### config.mk
export PLATFORM = sky130hd
export DESIGN_NAME = div_sequencer
export DESIGN_NICKNAME = d
export VERILOG_FILES = /design/src/rtl/div_sequencer.sv
export SDC_FILE = /design/constraint.sdc
export NUM_CORES = 1
export LEC_CHECK = 0
export CAP_MARGIN = 25
export CORE_ASPECT_RATIO = 0.8
export CORE_MARGIN = 4
export CORE_UTILIZATION = 25
export DETAILED_ROUTE_END_ITERATION = 8
export SYNTH_ARGS = -nofsm -noshare
export SYNTH_HDL_FRONTEND = slang
export SYNTH_SLANG_ARGS = --single-unit
### constraint.sdc
create_clock -name clk_i -period 7.26 [get_ports clk_i]
set_input_delay 0.726 -clock clk_i [delete_from_list [all_inputs] [get_ports clk_i]]
set_output_delay 0.726 -clock clk_i [all_outputs]
set_load 0.005 [all_outputs]
### src/rtl/div_sequencer.sv
// Restoring shift-subtract divider for div/divu/rem/remu; 34 cycles accept-to-valid (1 for divide by zero).
// No backpressure: ready_o only in IDLE, start ignored otherwise; flush_i aborts in any state and wins over start.
module div_sequencer #(
    parameter int DATA_WIDTH = 32
) (
    input  logic                  clk_i,
    input  logic                  rst_i,
    input  logic                  start_i,
    input  logic [1:0]            op_i,
    input  logic [DATA_WIDTH-1:0] a_i,
    input  logic [DATA_WIDTH-1:0] b_i,
    input  logic                  flush_i,
    output logic                  ready_o,
    output logic                  valid_o,
    output logic [DATA_WIDTH-1:0] res_o
);

    localparam int CW = $clog2(DATA_WIDTH) + 1;

    typedef enum logic [1:0] {IDLE, CALC, FIX, DONE} state_t;

    state_t                state_q;
    logic [1:0]            op_q;
    logic                  sa_q;
    logic                  sb_q;
    logic [DATA_WIDTH-1:0] bmag_q;
    logic [DATA_WIDTH-1:0] quo_q;
    logic [DATA_WIDTH:0]   rem_q;
    logic [CW-1:0]         cnt_q;
    logic [DATA_WIDTH-1:0] res_q;

    // op bit 0 clear means a signed operation
    logic                  signed_in;
    logic                  a_neg;
    logic                  b_neg;
    logic [DATA_WIDTH-1:0] a_mag;
    logic [DATA_WIDTH-1:0] b_mag;

    assign signed_in = ~op_i[0];
    assign a_neg     = signed_in & a_i[DATA_WIDTH-1];
    assign b_neg     = signed_in & b_i[DATA_WIDTH-1];
    assign a_mag     = a_neg ? (~a_i + 1'b1) : a_i;
    assign b_mag     = b_neg ? (~b_i + 1'b1) : b_i;

    // Remainder shifted left with the next dividend bit, then a trial subtract one bit wider for the sign.
    logic [DATA_WIDTH+1:0] shifted;
    logic [DATA_WIDTH+1:0] diff;
    logic                  keep;

    assign shifted = {rem_q, quo_q[DATA_WIDTH-1]};
    assign diff    = shifted - {2'b00, bmag_q};
    assign keep    = ~diff[DATA_WIDTH+1];

    logic                  signed_q;
    logic [DATA_WIDTH-1:0] q_fix;
    logic [DATA_WIDTH-1:0] r_fix;

    assign signed_q = ~op_q[0];
    assign q_fix    = (signed_q & (sa_q ^ sb_q)) ? (~quo_q + 1'b1) : quo_q;
    assign r_fix    = (signed_q & sa_q) ? (~rem_q[DATA_WIDTH-1:0] + 1'b1) : rem_q[DATA_WIDTH-1:0];

    always_ff @(posedge clk_i) begin
        if (rst_i) begin
            state_q <= IDLE;
            op_q    <= '0;
            sa_q    <= 1'b0;
            sb_q    <= 1'b0;
            bmag_q  <= '0;
            quo_q   <= '0;
            rem_q   <= '0;
            cnt_q   <= '0;
            res_q   <= '0;
        end else if (flush_i) begin
            state_q <= IDLE;
        end else begin
            case (state_q)
                IDLE: begin
                    if (start_i) begin
                        op_q   <= op_i;
                        sa_q   <= a_neg;
                        sb_q   <= b_neg;
                        bmag_q <= b_mag;
                        quo_q  <= a_mag;
                        rem_q  <= '0;
                        cnt_q  <= CW'(DATA_WIDTH);
                        if (b_i == '0) begin
                            // Divide by zero: quotient all ones, remainder is the raw dividend.
                            res_q   <= op_i[1] ? a_i : '1;
                            state_q <= DONE;
                        end else begin
                            state_q <= CALC;
                        end
                    end
                end
                CALC: begin
                    rem_q <= keep ? diff[DATA_WIDTH:0] : shifted[DATA_WIDTH:0];
                    quo_q <= {quo_q[DATA_WIDTH-2:0], keep};
                    cnt_q <= cnt_q - 1'b1;
                    if (cnt_q == CW'(1)) begin
                        state_q <= FIX;
                    end
                end
                FIX: begin
                    res_q   <= op_q[1] ? r_fix : q_fix;
                    state_q <= DONE;
                end
                DONE: begin
                    state_q <= IDLE;
                end
                default: begin
                    state_q <= IDLE;
                end
            endcase
        end
    end

    assign ready_o = (state_q == IDLE);
    assign valid_o = (state_q == DONE) & ~flush_i;
    assign res_o   = res_q;

endmodule

==> impl_metrics.ini, run 1 <==
[outcome]
status = finished, final reports clean

[layout]
area_delta_synth_final_pct = 20.6
nFillCells = 4442
instances_no_fill = 2069
drive_gt1_share_pct = 4.33
layout.nets = 1625
multi_input_area_um2 = 7070
regArea_um2 = 2820

[worst_setup_path]
crit_required_ns = 7.52
reg2reg_depth = 12
cp-start-kind = register
worstPathArrival_ns = 4.15
crit_type = register to register
crit_fanout = 60
end_kind = register

[floorplan]
die_w_um = 237
die_h_um = 191
die_area_um2 = 45200
start_util_pct = 25.5
coreArea_um2 = 41000
rows = 66
io_pins = 104

[route]
drc = 0
initialDrtViolationCount = 937
drt_wl_total_um = 34000
vias_per_cell = 5.03
dr_total_vias = 10400
drtPass1Iterations = 5
drtAntennaViolNets = 0
wl_per_cell_um = 16.4

[logic_synthesis]
synthFlopType = dfxtp_1
synth_nets = 1573
async_flop_share_pct = 0
yosys_warnings = 0
syn_area_um2 = 10500
synth_area_leaders = dfxtp_1, a21oi_1, nand2_1, xnor2_1, nor2_1
netlist_instances = 1460
syn_avg_cell_area_um2 = 7.16
seq_area_frac_synth_pct = 27.0
yosys.area.top_type = dfxtp_1
synth_cell_type_count = 77
synth_top_area_share_pct = 27.0
ys_ff_latch = 141
synth_edf_count = 0

[hold_path]
hold_depth = 2
hold_class = register to register

[pwr]
ir_drop_uv = 123
power.density_nw_per_um2 = 185
leakage_nw = 4.53

[grt]
antenna_found_initial = 1
track_usage_pct = 14.5
grt_max_degree = 86
grt_pass1_wl_um = 53200
first_global_vias = 9534
grt_overflow = 0

[clock_tree]
clk_path_buf_depth = 2
htree_levels = 4
cts_tree = yes
ctsHoldBuffers = 0
root_buffer = clkbuf_16
cts_resized = 0
clk_latency_ns = 0.43
postCtsSetupBuffers = 0
clkTransAtPathRegs_ns = 0.07
cts_buffers = 17
cts_num_sinks = 141

[timing]
worstMarginPinSlew_ns = 0.961
fin_crit_sh_pct = 53.5
tns_ns = 0
rsz0062_at_grt = no
setup_viol = 0
final_max_slew_viol_count = 0
max_freq_mhz = 258
finalCriticalPeriod_ns = 3.88
max-slew-margin-rel_pct = 35.9
final_hold_viol_count = 0
fin_worst_skew_ns = 0.0132

[place]
globalplace.congestion = 0.896
dp_hpwl_um = 25700
dp_cells = 2037
port_buffers = 103

[flow_run]
maxCapViolations = 0
[layer usage]
layer  up-vias  share of wire [%]  global-route usage [%]  wire length (um)
li1       5252                  -                       -                 -
met1      4850                 47                    20.3             16000
met5         -                  0                       0                 0
met2       285                 45                    22.9             15200
met4         0                1.4                    3.55               489
met3        27                6.7                    3.03              2270
[where the power goes]
part / internal (mW) / switching [mW] / leakage [nW]
Sequential: 0.806 / 0.0314 / 1.15
Combinational: 0.205 / 0.299 / 3.07
Clock: 0.620 / 0.375 / 0.313
Total: 1.63 / 0.705 / 4.53
[placed cells by master (no fill, tap or decap), drive strengths merged, types with 13 or more instances in the layout]
master           n
nand2          207
xor2            62
a21oi          173
xnor2           84
nor4            13
o221ai          15
nor2           160
a21o            17
nor3            37
nand2b          18
clkbuf          18
ha              42
buf             15
a211oi          42
o31ai           18
o21ai          112
clkdlybuf4s50  102
inv             63
dfxtp          141
[sequential cells by signal, summed over array words and instances, names as in the netlist]
register	flops
cnt_q	6
res_o	32
bmag_q	32
sb_q	1
state_q	2
rem_q	33
op_q	2
quo_q	32
sa_q	1
[cells by family (layout without fill, tap and decap cells)]
family	after synthesis	in the layout	synth area share (%)
simple gates	514	514	22.0
compound gates	459	459	27.0
buf+inv	147	211	5.59
xor+xnor	146	146	12.2
flops	141	141	27.0
fa+ha+maj	43	43	5.22
mux	10	10	0.957
other cells	0	1	0
[worst max-delay path, cell delays in order, from the launching register on]
cell	delay (ns)
dfxtp_1	0.46
ha_1	0.34
a21o_1	0.22
a31oi_1	0.21
a211oi_1	0.13
o2111a_1	0.28
nor4_1	0.65
o21ai_0	0.30
o211ai_4	0.15
buf_4	0.54
nor2_1	0.11
a221oi_1	0.25
a211oi_1	0.07
[per-stage QoR]
stage | setup WS, ns | area (um^2) | utilization (%) | power (mW) | hold slack (ns)
3_3_place_gp | 3.28 | 11900 | 29.1 | 1.35 | 0.448
2_1_floorplan | 4.08 | 10500 | - | 1.19 | 0.432
5_1_grt | 3.06 | 12600 | 30.8 | 2.44 | 0.471
6_report | 3.38 | 12600 | 30.8 | 2.34 | 0.455
4_1_cts | 3.49 | 12600 | 30.8 | 2.35 | 0.457
3_5_place_dp | 3.23 | 12000 | 29.2 | 1.35 | 0.448
[synthesized netlist by cell type, types with 5 or more instances]
library cell    n
a211oi_1       42
a21o_1         16
a21oi_1       173
a311oi_1        5
a31oi_1        10
a32oi_1         8
and2_1         10
buf_1           5
clkbuf_1       70
dfxtp_1       141
ha_1           42
inv_1          61
mux2i_1        10
nand2_1       207
nand2b_1       18
nand3_1        10
nor2_1        160
nor2b_1        10
nor3_1         36
nor3b_1         5
nor4_1         13
o211ai_1        6
o21a_1          5
o21ai_0       111
o221ai_1       15
o31ai_1        18
o41ai_1         9
or3_1           9
or4_1           5
xnor2_1        84
xor2_1         62
[path summary, 6_finish.rpt]
| path | startpoint | endpoint | slack, ns |
|---|---|---|---|
| worst max-delay path | rem_q[3] | quo_q[0] | 3.38 |
| worst min-delay path | res_o[16] | res_o[16] | 0.46 |
| worst max register to register | rem_q[3] | quo_q[0] | 3.38 |
| worst min register to register | res_o[16] | res_o[16] | 0.46 |
[final cells by class]
class	instances	area share (%)
Antenna cell	1	0.0198
Clock buffer	18	3.48
Inverter	63	1.87
Sequential cell	141	22.4
Clock inverter	13	1.70
Tap cell	544	5.39
Timing Repair Buffer	117	9.14
Multi-Input combinational cell	1172	56.0
No activity file was read; power rests on OpenSTA's default activity.
==> run 2: changes to the inputs <==
- clock period: 7.26 -> 3.8 ns (I/O delays scaled with it)
==> run 2 against run 1 <==
Effect of this change:
- maximum frequency grew 12%
- sequential cell count is the same
- design area grew 0.55%
- worst hold slack lost 0.096 ns
- sequential power grew 91%
- total power grew 88%
- global-route usage grew 0.17 points
- clock power grew 83%
- critical path depth grew 2
- via count grew 1.3%
- largest cell class unchanged
==> impl_metrics.ini, run 2 (synthesis gave the netlist of run 1 again) <==
[hold_path]
worstHoldStart = rst_i
hold_class = input pin to register
hold_depth = 2
holdPathEnd = bmag_q[31]

[clock_tree]
cts_buffers = 17
root_buffer = clkbuf_16
cts_num_sinks = 141
clk_path_buf_depth = 2
clkTransAtPathRegs_ns = 0.07
postCtsSetupBuffers = 0
clk_latency_ns = 0.43
cts_tree = yes
cts_resized = 0
ctsHoldBuffers = 0
htree_levels = 4

[floorplan]
io_pins = 104
die_area_um2 = 45200
coreArea_um2 = 41000
die_h_um = 191
die_w_um = 237
start_util_pct = 25.5
rows = 66

[pwr]
intPower_mw = 3.04
leakage_nw = 4.59
p_clk_share_pct = 41.6
ir_drop_uv = 251
p_comb_share_pct = 21.9
power.density_nw_per_um2 = 345
seqPwrFrac_pct = 36.5
power_switching_mw = 1.34
switching_share_pct = 30.7

[route]
drc = 0
highest_layer = met5
initialDrtViolationCount = 677
wl_per_cell_um = 16.4
drt_wl_total_um = 34200
drtPass1Iterations = 5
dr_total_vias = 10600
wl_met3_um = 2220
dr_wl_met2_um = 15600
m1WireLength_um = 15900
drtAntennaViolNets = 0
vias_per_cell = 5.06

[place]
port_buffers = 103
globalplace.congestion = 0.874
dpl-instance-area_um2 = 12100
dp_cells = 2051
dp_hpwl_um = 26000

[layout]
drive_gt1_share_pct = 5.07
largest_reg_flops = 33
final_common_cell = nand2_1
top_register = rem_q
layout.nets = 1639
fin_util_pct = 31.0
final_cell_area_um2 = 12700
mostFrequentLayoutCells = nand2_1, a21oi_1, nor2_1, dfxtp_1, o21ai_0
instances_no_fill = 2086
area_delta_synth_final_pct = 21.3

[timing]
setup_viol = 0
final_hold_viol_count = 0
finalCriticalPeriod_ns = 3.46
rsz0062_at_grt = no
max-slew-margin-rel_pct = 41.3
max_freq_mhz = 289
worstMarginPinSlew_ns = 0.881
fin_worst_skew_ns = 0.0171
hold_ws_ns = 0.359
fin_crit_sh_pct = 91.1
tns_ns = 0
final_max_slew_viol_count = 0

[worst_setup_path]
crit_required_ns = 4.10
worstPathArrival_ns = 3.77
reg2reg_depth = 14
crit_type = register to register
crit_fanout = 4
critPathMaxStageDelay_ns = 0.41
crit_chain = inv_1 > ha_1 > inv_1 > fa_1 > a21o_1 > a221o_2 > a31o_1 > and3_4 > o2111a_1 > a211o_1 > a21o_1 > a311oi_2 > xnor2_1 > o21ai_1
end_kind = register
reg2reg_setup_slack_ns = 0.34
slowest_stage = fa_1
r2r_start = quo_q[31]
r2r_end = rem_q[32]
cp-start-kind = register

[grt]
first_global_vias = 9933
grt_pass1_wl_um = 53900
grt_overflow = 0
track_usage_pct = 14.7
grt_max_degree = 73
antenna_found_initial = 4

[flow_run]
maxCapViolations = 0

[outcome]
status = finished, final reports clean
[run 2: cell count changes in the layout (fill, tap and decap cells not counted), sizes merged]
| cell | change |
|---|---|
| buf | +14 |
| bufinv | -1 |
| clkbuf | +1 |
| clkinv | +3 |
| clkinvlp | -1 |
| diode | +2 |
| inv | -1 |
[run 2: through the flow]
| stage | setup slack [ns] | total power, mW |
|---|---|---|
| 3_3_place_gp | 0.246 | 2.58 |
| 6_report | 0.337 | 4.38 |
| 5_1_grt | 0.179 | 4.59 |
| 4_1_cts | 0.335 | 4.41 |
| 3_5_place_dp | 0.166 | 2.58 |
| 2_1_floorplan | 0.623 | 2.28 |
[run 2: cell type report]
class,instances,area (um^2)
Antenna cell,3,7.51
Multi-Input combinational cell,1172,7070
Inverter,63,236
Timing Repair Buffer,131,1250
Clock inverter,13,190
Sequential cell,141,2820
Fill cell,4428,28300
Clock buffer,19,433
Tap cell,544,681
[run 2: how the worst max path moves through the flow]
stage	from	end	slack (ns)	cells after the start
final	quo_q[31]	rem_q[32]	0.34	14
after detailed placement	b_i[0]	res_o[0]	0.17	12
after floorplan	quo_q[31]	rem_q[32]	0.62	14
after CTS	quo_q[31]	rem_q[32]	0.34	14
after global routing	quo_q[31]	rem_q[32]	0.18	14
after global placement	b_i[24]	res_o[0]	0.25	10
[run 2: power by group through the flow]
stage	clock, mW	combinational (mW)	sequential [mW]
after floorplan	0	0.666	1.61
after global placement	0	0.947	1.63
after detailed placement	0	0.951	1.63
after CTS	1.86	0.957	1.60
after global routing	1.91	1.07	1.61
final	1.82	0.959	1.60
[run 2: worst max-delay path, delay by kind of cell (launching register included)]
family | cells | cell delay (ns)
compound gates | 8 | 1.94
fa+ha+maj | 2 | 0.59
flops | 1 | 0.33
buf+inv | 2 | 0.16
simple gates | 1 | 0.16
xor+xnor | 1 | 0.14
[run 2: routing by layer]
layer  up-vias  track usage (%)
met4         2             3.32
met2       281             24.3
met5         -                0
li1       5286                -
met1      4945             19.6
met3        36             3.27
